## config.mk

```make
export PLATFORM = sky130hd
export DESIGN_NAME = spi_apb_regs_flat
export DESIGN_NICKNAME = d
export VERILOG_FILES = /design/src/rtl/spi_apb_regs_if.sv /design/src/rtl/spi_apb_regs.sv /design/src/flat_wrapper.sv
export SDC_FILE = /design/constraint.sdc
export NUM_CORES = 1
export LEC_CHECK = 0
export ABC_CLOCK_PERIOD_IN_PS = 4600
export CAP_MARGIN = 20
export CELL_PAD_IN_SITES_DETAIL_PLACEMENT = 0
export CELL_PAD_IN_SITES_GLOBAL_PLACEMENT = 1
export CORE_AREA = 4 4 278 280
export DETAILED_ROUTE_END_ITERATION = 16
export DIE_AREA = 0 0 282 284
export PLACE_DENSITY_LB_ADDON = 0.15
export SETUP_SLACK_MARGIN = 0.1
export SYNTH_ARGS = -nofsm -noshare
export SYNTH_HDL_FRONTEND = slang
export SYNTH_SLANG_ARGS = --single-unit
```

## constraint.sdc

```tcl
create_clock -name clk -period 4.6 [get_ports clk]
set_clock_uncertainty 0.2 [all_clocks]
set_input_delay 0.92 -clock clk [delete_from_list [all_inputs] [get_ports clk]]
set_output_delay 0.92 -clock clk [all_outputs]
set_load 0.01 [all_outputs]
```

## src/rtl/spi_apb_regs_if.sv

```systemverilog
`default_nettype none
// ---------------------------------------------------------------------------
// spi_apb_regs_if
//   APB slave bus bundle used by spi_apb_regs.
//   Revision: 1.0
// ---------------------------------------------------------------------------
interface spi_apb_regs_if;
  logic [31:0] paddr;
  logic        pwrite;
  logic        psel;
  logic        pen;
  logic [31:0] pwdata;
  logic [31:0] prdata;
  logic        pready;

  modport master (output paddr, pwrite, psel, pen, pwdata, input prdata, pready);
  modport slave  (input paddr, pwrite, psel, pen, pwdata, output prdata, pready);
endinterface
`default_nettype wire

```

## src/rtl/spi_apb_regs.sv

```systemverilog
`default_nettype none
// ---------------------------------------------------------------------------
// spi_apb_regs
//   APB register front end for an SPI engine: command register with a
//   launch FSM, TX/RX byte FIFOs and sticky status flags.
//   Optional feature macro: SPI_APB_IRQ_EN (adds done_flag and irq output).
//   Revision: 1.0
// ---------------------------------------------------------------------------
module spi_apb_regs #(
  parameter int FIFO_AW = 5
) (
  input  wire           clk,
  input  wire           rst,
  spi_apb_regs_if.slave apb,
  output logic          eng_start,
  output logic [7:0]    eng_cmd,
  input  wire           eng_done,
  output logic [7:0]    tx_data,
  output logic          tx_valid,
  input  wire           tx_ready,
  input  wire  [7:0]    rx_data,
  input  wire           rx_valid
`ifdef SPI_APB_IRQ_EN
  ,
  output logic          irq
`endif
);

  localparam int DEPTH = 1 << FIFO_AW;
  localparam int PW    = FIFO_AW + 1;

  localparam logic [1:0] ADDR_CMD    = 2'd0;
  localparam logic [1:0] ADDR_STATUS = 2'd1;
  localparam logic [1:0] ADDR_TXDATA = 2'd2;
  localparam logic [1:0] ADDR_RXDATA = 2'd3;

  typedef enum logic [1:0] {
    S_IDLE   = 2'd0,
    S_LAUNCH = 2'd1,
    S_RUN    = 2'd2
  } state_t;

  state_t          state_q, state_d;
  logic [7:0]      cmd_q, cmd_d;
  logic            alive_q, alive_d;
  logic [7:0]      tx_mem_q [DEPTH];
  logic [7:0]      tx_mem_d [DEPTH];
  logic [7:0]      rx_mem_q [DEPTH];
  logic [7:0]      rx_mem_d [DEPTH];
  logic [PW-1:0]   tx_wr_q, tx_wr_d, tx_rd_q, tx_rd_d;
  logic [PW-1:0]   rx_wr_q, rx_wr_d, rx_rd_q, rx_rd_d;
  logic            rx_ovf_q, rx_ovf_d, rx_unf_q, rx_unf_d;

  logic [1:0]      addr;
  logic            access, stall, busy;
  logic            cmd_wr, tx_push, tx_pop, rx_push, rx_pop, rx_rd, status_rd;
  logic            ovf_evt, unf_evt, done_bit;
  logic            tx_full, tx_empty, rx_full, rx_empty;
  logic [PW-1:0]   tx_count, rx_count;
  logic [7:0]      rx_head;
  logic [31:0]     status_word, rdata;
  logic            unused_apb_bits;

  assign unused_apb_bits = ^{apb.paddr[31:2], apb.pwdata[31:9]};

  // FIFO occupancy from wrap-around pointers (extra MSB separates full from empty)
  assign tx_empty = (tx_wr_q == tx_rd_q);
  assign tx_full  = (tx_wr_q[FIFO_AW] != tx_rd_q[FIFO_AW]) &&
                    (tx_wr_q[FIFO_AW-1:0] == tx_rd_q[FIFO_AW-1:0]);
  assign tx_count = tx_wr_q - tx_rd_q;
  assign rx_empty = (rx_wr_q == rx_rd_q);
  assign rx_full  = (rx_wr_q[FIFO_AW] != rx_rd_q[FIFO_AW]) &&
                    (rx_wr_q[FIFO_AW-1:0] == rx_rd_q[FIFO_AW-1:0]);
  assign rx_count = rx_wr_q - rx_rd_q;
  assign rx_head  = rx_mem_q[rx_rd_q[FIFO_AW-1:0]];

  // APB decode; alive_q keeps the bus quiet until the first clock after reset
  assign addr   = apb.paddr[1:0];
  assign busy   = (state_q != S_IDLE);
  assign access = alive_q && apb.psel && apb.pen;
  // CMD writes wait for the FSM to go idle so eng_cmd never changes mid-command;
  // TXDATA writes wait for a free slot.
  assign stall  = apb.pwrite && (((addr == ADDR_CMD) && busy) ||
                                 ((addr == ADDR_TXDATA) && tx_full));
  assign apb.pready = access && !stall;

  assign cmd_wr    = apb.pready &&  apb.pwrite && (addr == ADDR_CMD);
  assign tx_push   = apb.pready &&  apb.pwrite && (addr == ADDR_TXDATA);
  assign rx_rd     = apb.pready && !apb.pwrite && (addr == ADDR_RXDATA);
  assign status_rd = apb.pready && !apb.pwrite && (addr == ADDR_STATUS);
  assign rx_pop    = rx_rd && !rx_empty;
  assign unf_evt   = rx_rd &&  rx_empty;
  assign tx_pop    = tx_valid && tx_ready;
  // A full RX FIFO still accepts a byte when the APB side pops in the same cycle.
  assign rx_push   = rx_valid && (!rx_full || rx_pop);
  assign ovf_evt   = rx_valid && rx_full && !rx_pop;

  assign tx_valid  = !tx_empty;
  assign tx_data   = tx_mem_q[tx_rd_q[FIFO_AW-1:0]];
  assign eng_start = (state_q == S_LAUNCH);
  assign eng_cmd   = cmd_q;
  assign apb.prdata = rdata;

  // Status word assembly and zero-wait read mux
  always_comb begin
    status_word        = '0;
    status_word[0]     = busy;
    status_word[1]     = tx_full;
    status_word[2]     = tx_empty;
    status_word[3]     = rx_full;
    status_word[4]     = rx_empty;
    status_word[5]     = rx_ovf_q;
    status_word[6]     = rx_unf_q;
    status_word[7]     = done_bit;
    status_word[13:8]  = 6'(tx_count);
    status_word[21:16] = 6'(rx_count);
    rdata = '0;
    if (access && !apb.pwrite) begin
      case (addr)
        ADDR_CMD:    rdata = {24'b0, cmd_q};
        ADDR_STATUS: rdata = status_word;
        ADDR_RXDATA: rdata = rx_empty ? 32'd0 : {24'b0, rx_head};
        default:     rdata = '0;
      endcase
    end
  end

  // Command register and launch FSM next state
  always_comb begin
    state_d = state_q;
    cmd_d   = cmd_q;
    alive_d = 1'b1;
    if (cmd_wr) cmd_d = apb.pwdata[7:0];
    case (state_q)
      S_IDLE:   if (cmd_wr && apb.pwdata[8]) state_d = S_LAUNCH;
      S_LAUNCH: state_d = S_RUN;
      S_RUN:    if (eng_done) state_d = S_IDLE;
      default:  state_d = S_IDLE;
    endcase
  end

  // FIFO storage and pointer updates
  always_comb begin
    tx_mem_d = tx_mem_q;
    rx_mem_d = rx_mem_q;
    if (tx_push) tx_mem_d[tx_wr_q[FIFO_AW-1:0]] = apb.pwdata[7:0];
    if (rx_push) rx_mem_d[rx_wr_q[FIFO_AW-1:0]] = rx_data;
    tx_wr_d = tx_wr_q + PW'(tx_push);
    tx_rd_d = tx_rd_q + PW'(tx_pop);
    rx_wr_d = rx_wr_q + PW'(rx_push);
    rx_rd_d = rx_rd_q + PW'(rx_pop);
  end

  // Sticky flags: a STATUS read clears them, a same-cycle event wins
  always_comb begin
    rx_ovf_d = rx_ovf_q;
    rx_unf_d = rx_unf_q;
    if (status_rd) begin
      rx_ovf_d = 1'b0;
      rx_unf_d = 1'b0;
    end
    if (ovf_evt) rx_ovf_d = 1'b1;
    if (unf_evt) rx_unf_d = 1'b1;
  end

  // State registers with asynchronous active-low reset
  always_ff @(posedge clk or negedge rst) begin
    if (!rst) begin
      state_q  <= S_IDLE;
      cmd_q    <= '0;
      alive_q  <= 1'b0;
      tx_wr_q  <= '0;
      tx_rd_q  <= '0;
      rx_wr_q  <= '0;
      rx_rd_q  <= '0;
      rx_ovf_q <= 1'b0;
      rx_unf_q <= 1'b0;
      for (int i = 0; i < DEPTH; i++) begin
        tx_mem_q[i] <= '0;
        rx_mem_q[i] <= '0;
      end
    end else begin
      state_q  <= state_d;
      cmd_q    <= cmd_d;
      alive_q  <= alive_d;
      tx_wr_q  <= tx_wr_d;
      tx_rd_q  <= tx_rd_d;
      rx_wr_q  <= rx_wr_d;
      rx_rd_q  <= rx_rd_d;
      rx_ovf_q <= rx_ovf_d;
      rx_unf_q <= rx_unf_d;
      tx_mem_q <= tx_mem_d;
      rx_mem_q <= rx_mem_d;
    end
  end

`ifdef SPI_APB_IRQ_EN
  logic done_flag_q, done_flag_d, irq_q, irq_d;

  // done_flag tracks accepted eng_done; irq is its registered OR with rx_ovf
  always_comb begin
    done_flag_d = done_flag_q;
    if (status_rd) done_flag_d = 1'b0;
    if ((state_q == S_RUN) && eng_done) done_flag_d = 1'b1;
    irq_d = done_flag_q || rx_ovf_q;
  end

  // Interrupt-side registers
  always_ff @(posedge clk or negedge rst) begin
    if (!rst) begin
      done_flag_q <= 1'b0;
      irq_q       <= 1'b0;
    end else begin
      done_flag_q <= done_flag_d;
      irq_q       <= irq_d;
    end
  end

  assign done_bit = done_flag_q;
  assign irq      = irq_q;
`else
  assign done_bit = 1'b0;
`endif

endmodule
`default_nettype wire

```

## src/flat_wrapper.sv

```systemverilog
// flat-port wrapper written by rule: the top's interface ports become plain ports
module spi_apb_regs_flat 
#(
  parameter int FIFO_AW = 5
)
  (clk, rst, eng_start, eng_cmd, eng_done, tx_data, tx_valid, tx_ready, rx_data, rx_valid, apb_paddr, apb_pwrite, apb_psel, apb_pen, apb_pwdata, apb_prdata, apb_pready);
  spi_apb_regs_if apb_i ();
  input  wire clk;
  input  wire rst;
  output logic eng_start;
  output logic [7:0] eng_cmd;
  input  wire eng_done;
  output logic [7:0] tx_data;
  output logic tx_valid;
  input  wire tx_ready;
  input  wire  [7:0] rx_data;
  input  wire rx_valid;
  input wire logic [$bits(apb_i.paddr)-1:0] apb_paddr;
  input wire logic [$bits(apb_i.pwrite)-1:0] apb_pwrite;
  input wire logic [$bits(apb_i.psel)-1:0] apb_psel;
  input wire logic [$bits(apb_i.pen)-1:0] apb_pen;
  input wire logic [$bits(apb_i.pwdata)-1:0] apb_pwdata;
  output wire logic [$bits(apb_i.prdata)-1:0] apb_prdata;
  output wire logic [$bits(apb_i.pready)-1:0] apb_pready;
  assign apb_i.paddr = apb_paddr;
  assign apb_i.pwrite = apb_pwrite;
  assign apb_i.psel = apb_psel;
  assign apb_i.pen = apb_pen;
  assign apb_i.pwdata = apb_pwdata;
  assign apb_prdata = apb_i.prdata;
  assign apb_pready = apb_i.pready;
  spi_apb_regs #(.FIFO_AW(FIFO_AW)) u_core (.clk(clk), .rst(rst), .apb(apb_i), .eng_start(eng_start), .eng_cmd(eng_cmd), .eng_done(eng_done), .tx_data(tx_data), .tx_valid(tx_valid), .tx_ready(tx_ready), .rx_data(rx_data), .rx_valid(rx_valid));
endmodule
```

After elaboration in Yosys (flattened, before gate mapping)
Cells that the tools add are included.
- output and inout port bits: 51
- input bits: 80
- register bits after elaboration: 549
- logic and storage cells: 161
- reduce and logical (&&, ||, !) cells: 38
- equal/unequal tests: 13
- bitwise logic cells: 4
- muxes and demuxes: 21
- add/subtract/negate cells: 6
- $lt $le $gt $ge: 6
- operators with widths (cell ; count):
    $bwmux 256 ; 2
    $pmux 32 s3 ; 1
    $bmux 8 s5 ; 2
    $demux 8 s5 ; 2
    $mux 8 ; 7
    $mux 32 ; 1
    $add 6x1->6 ; 4
    $ge 6x6->1 const B ; 4
    $logic_and 1x1->1 ; 24
    $not 5->6 ; 4
    $eq 6x6->1 ; 2
    $lt 6x1->1 const B ; 2
    $sub 6x6->6 ; 2
    $eq 5x5->1 ; 2
    $eq 2x2->1 const B ; 3
    $logic_not 1->1 ; 6
    $pmux 2 s3 ; 1
    $reduce_bool 2->1 ; 3
    $eq 2x1->1 const B ; 2
    $logic_not 2->1 ; 2
    $mux 2 ; 2
    $mux 1 ; 3
    $logic_or 1x1->1 ; 2
    $ne 1x1->1 ; 2
    other kinds (3) ; 3

Depth between registers and ports, before layout
- depth in word-level cells: 13
- mapped depth: 15
- mapped depth without buffers: 11

Worst setup path after synthesis
Ideal clock, no wire load.
- path kind: register -> output
- start point: register u_core.rx_rd_q[1]
- end point: output apb_prdata[0]
- cell stages (with the launch flop): 12
- buffers on the path: 3
- data arrival time: 2470 ps
- slack: 1010 ps
- required time: 3480 ps
- cell sequence: dfrtp_1 > buf_1 > inv_2 > clkbuf_1 > ha_1 > and4_1 > nor3b_1 > nand2b_1 > clkbuf_1 > a21oi_1 > nand2_1 > o21ai_0
- word-level cells in the longest chain between the ends: 7
- elaborated cells on any way between the ends: 8
- those cells by class: 1 x eq/ne; 6 x mux; 1 x bitwise
- RTL lines (element ; line ; source):
    from (decl) ; spi_apb_regs.sv:51 ; logic [PW-1:0] rx_wr_q, rx_wr_d, rx_rd_q, rx_rd_d;
    from (signal assigned) ; spi_apb_regs.sv:189 ; rx_rd_q <= rx_rd_d;
    $not 5->6 (not written as such) ; spi_apb_regs.sv:75 ; assign rx_head = rx_mem_q[rx_rd_q[FIFO_AW-1:0]];
    $bmux 8 s5 ; spi_apb_regs.sv:75 ;
    $mux 8 (not written as such) (2 in a row) ; spi_apb_regs.sv:75 ;
    $mux 8 * ; spi_apb_regs.sv:122 ; ADDR_RXDATA: rdata = rx_empty ? 32'd0 : {24'b0, rx_head};
    $pmux 32 s3 * ; spi_apb_regs.sv:119 ; case (addr)
    $mux 32 * ; spi_apb_regs.sv:118 ; if (access && !apb.pwrite) begin
    to (decl) ; flat_wrapper.sv:23 ; output wire logic [$bits(apb_i.prdata)-1:0] apb_prdata;
Every way passes the cells marked *; elsewhere a longest branch is shown, timed or not. The select of a mux whose other input is x is not followed.

Worst setup path after layout
- start point: register u_core.rx_wr_q[3]
- end point: output apb_prdata[7]
- word-level cells in the longest chain between the ends: 4
- RTL lines (element ; line ; source):
    from (decl) ; spi_apb_regs.sv:51 ;
    from (signal assigned) ; spi_apb_regs.sv:188 ; rx_wr_q <= rx_wr_d;
    $eq 6x6->1 ; spi_apb_regs.sv:71 ; assign rx_empty = (rx_wr_q == rx_rd_q);
    $mux 8 ; spi_apb_regs.sv:122 ;
    $pmux 32 s3 ; spi_apb_regs.sv:119 ;
    $mux 32 ; spi_apb_regs.sv:118 ;
Every way passes these cells.

==> flow_summary.toml <==
[routing]
wire_per_inst_um = 24.00
detail-route-antenna-nets = 0
routed_wl_um = 68210
drtIter0Drc = 773
dr.pass1.iters = 5
viasPerCell = 5.204
vias = 14790
drc = 0

[timing]
slew_headroom_pct = 35.00
max_freq_ghz = 0.2295
worstMarginPinSlew_ns = 0.9714
hold_violations = 0
post-route-period-util_pct = 94.72
setup_tns_ns = 0
whs_ns = 0.1759
drv_slew = 0
period_needed_ns = 4.357
rsz0062_at_grt = "true"
setup_viol = 0

[cts]
cts_tree = "built"
cts_root_buf = "clkbuf_16"
cts_buffers = 60
clkTransAtPathRegs_ns = 0.06
htreeDepth = 2
cts_max_path_buffers = 3
cts.sinks = 549
cts_hold_buf = 0
clock_latency_ns = 0.63

[pwr]
seqPwrFrac_pct = 41.9
cellPowerDensity_nw_per_um2 = 527.5
switching_share_pct = 30.63
ir_drop_v = 0.0002776
p_leak_nw = 13.69
power_mw = 15.79
clkPwrFrac_pct = 29.6
p_sw_mw = 4.836
p_comb_share_pct = 28.5
p_int_mw = 10.95

[critical_path]
crit_path_end_kind = "primary output"
cp_slowest_cell = "clkdlybuf4s50_1"
crit_required_ns = 3.48
worstSetupStartpointType = "register"
cp_max_fo = 11
cp.arrival_ns = 3.24
max_stage_delay_ns = 0.62
crit_type = "reg -> out"
crit_chain = "ha_1 -> and4_1 -> nor3b_2 -> nand2b_2 -> a21oi_1 -> nand2_1 -> o21ai_0 -> clkdlybuf4s50_1"

[outcome]
status = "finished clean"

[synth]
syn_area_per_cell_um2 = 14.90
async_flop_share_pct = 100.0
synth_top_area_share_pct = 53.00
synth_edf_count = 0
ys_types = 51
synth-warning-count = 0
synth-seq-area-share_pct = 53.00
synth_ff_type = "dfrtp_1"
yosysTopAreaCell = "dfrtp_1"
syn_inst = 1740
syn_area_um2 = 25920
ys_ff_latch = 549
synth.top_cells.by_area = "dfrtp_1 53%, mux2_2 22%, mux4_2 10%, mux2i_1 2.3%, clkbuf_1 1.1%"

[cells_and_area]
synthToLayoutAreaGrowth_pct = 15.48
nets = 1926
final_layout_size_suffix_gt1_share_pct = 46.93
finalNonFillerCells = 2842
n_antenna_cell = 0
fillers = 6953
final_common_cell = "dfrtp_1"
mostFrequentLayoutCells = "540 x dfrtp_1, 512 x mux2_2, 120 x mux4_2"

[placement]
gp_congestion = 0.7990
port_buffers = 65
place_inst = 2730
dp_hpwl_um = 45090

[global_route]
grt.overflow.total = 0
antenna_found_initial = 2
grt_pass1_vias = 16200
gr-usage-all-layers_pct = 17.27
grt_max_degree = 94
grt_pass1_wl_um = 105500

[floorplanning]
rows = 100
die_x_um = 282
die_area_um2 = 80090
io_pins = 131
core_um2 = 74450
die_y_um = 284
initial_core_util_pct = 34.82

[hold_path]
hold_class = "in -> async"

[job]
maxCapViolCount = 0
[worst max-delay path: cells and delay by family (launching register included)]
family	cells	cell delay, ns
and+or+nand+nor	4	0.73
AOI/OAI and AO/OA	2	0.34
DFF	1	0.61
adders and majority gates	1	0.34
buffers and inverters	1	0.62
[Yosys cell counts (4+ instances only)]
cell type and n:
mux2_2 512, buf_1 17, clkbuf_1 74, inv_1 19
nor3_1 6, nand4_1 4, nor2_1 29, nand3_2 22
mux2_4 8, xnor2_1 11, nand2b_1 6, nand3_1 18
o22ai_1 4, nor3b_1 7, a211oi_1 4, inv_2 4
buf_4 13, o221ai_1 12, nor3_4 8, nor2b_1 5
and3_1 8, xor2_1 11, nand3b_1 5, mux2i_1 60
ha_1 18, buf_2 22, a21oi_1 28, nor2_2 7
o21ai_0 29, a221oi_1 8, nand2_1 59, mux4_2 120
dfrtp_1 549
[worst paths after layout]
| path | from | cells past startpoint | to | slack, ns |
|---|---|---|---|---|
| min in group clk | u_core.tx_wr_q[5]$_DFF_PN0_ | 1 | u_core.tx_wr_q[5]$_DFF_PN0_ | 0.30 |
| min | rst | 1 | u_core.tx_mem_q[243]$_DFFE_PN0P_ | 0.18 |
| min reg2reg | u_core.tx_wr_q[5]$_DFF_PN0_ | 1 | u_core.tx_wr_q[5]$_DFF_PN0_ | 0.30 |
| max reg2reg | u_core.tx_wr_q[4]$_DFF_PN0_ | 8 | u_core.tx_mem_q[33]$_DFFE_PN0P_ | 1.11 |
| max in group asynchronous | rst | 2 | u_core.rx_rd_q[0]$_DFF_PN0_ | 3.01 |
| max | u_core.rx_wr_q[3]$_DFF_PN0_ | 8 | apb_prdata[7] | 0.24 |
[routing by layer]
metal	GRT usage (%)	wire, µm
met5	0	0
met4	3.681	1350
met3	2.369	2172
met2	28.58	32940
met1	24.33	31750
[registers in the layout, indices dropped and copies added (netlist names)]
name and count:
u_core.tx_rd_q 6, u_core.tx_wr_q 6, u_core.eng_cmd 8, u_core.alive_q 1
u_core.rx_ovf_q 1, u_core.rx_rd_q 6, u_core.rx_mem_q 256, u_core.rx_unf_q 1
u_core.tx_mem_q 256, u_core.state_q 2, u_core.rx_wr_q 6
[cell type report]
type / count / area [µm²] / area share, %
multi-input combinational: 1048 / 11550 / 38.59
tap: 969 / 1212 / 4.050
inverter: 24 / 92.59 / 0.3093
clock inverter: 14 / 127.6 / 0.4263
sequential: 549 / 13750 / 45.95
timing repair buffer: 143 / 1423 / 4.753
clock buffer: 95 / 1773 / 5.923
[power by group through the flow]
stage	Combinational (mW)	Clock, mW	Sequential, mW
floorplan	3.33	0	6.41
global placement	4.41	0	6.70
detailed placement	4.47	0	6.76
CTS	4.61	4.83	6.62
global route	4.91	5.03	6.75
finish	4.50	4.67	6.62
[stage by stage]
| stage | instance area (µm²) | setup WS (ns) | utilization, % |
|---|---|---|---|
| finish | 29930 | 0.2430 | 40.21 |
| floorplan | 25960 | 1.010 | - |
| detailed placement | 27940 | 0.1375 | 37.53 |
| global placement | 27940 | 0.1051 | 37.53 |
| CTS | 29910 | 0.08035 | 40.17 |
| global route | 29930 | 0.05261 | 40.21 |
[cell families after synthesis]
kind of cell,count (synthesis),share of synthesized area [%]
adders and majority gates,20,1.023
other,2,0.02897
and+or+nand+nor,204,4.981
muxes,700,35.45
DFF,549,53.00
buffers and inverters,154,2.664
xor gates and xnor gates,22,0.7433
AOI/OAI and AO/OA,89,2.109
[repair_timing]
item                                    in CTS  in global routing
endpoints found under the setup margin      16                 10
gates resized for setup                      6                 12
cloned                                       0                  0
setup buffers                                3                  0
(Power assumes the default switching activity.)
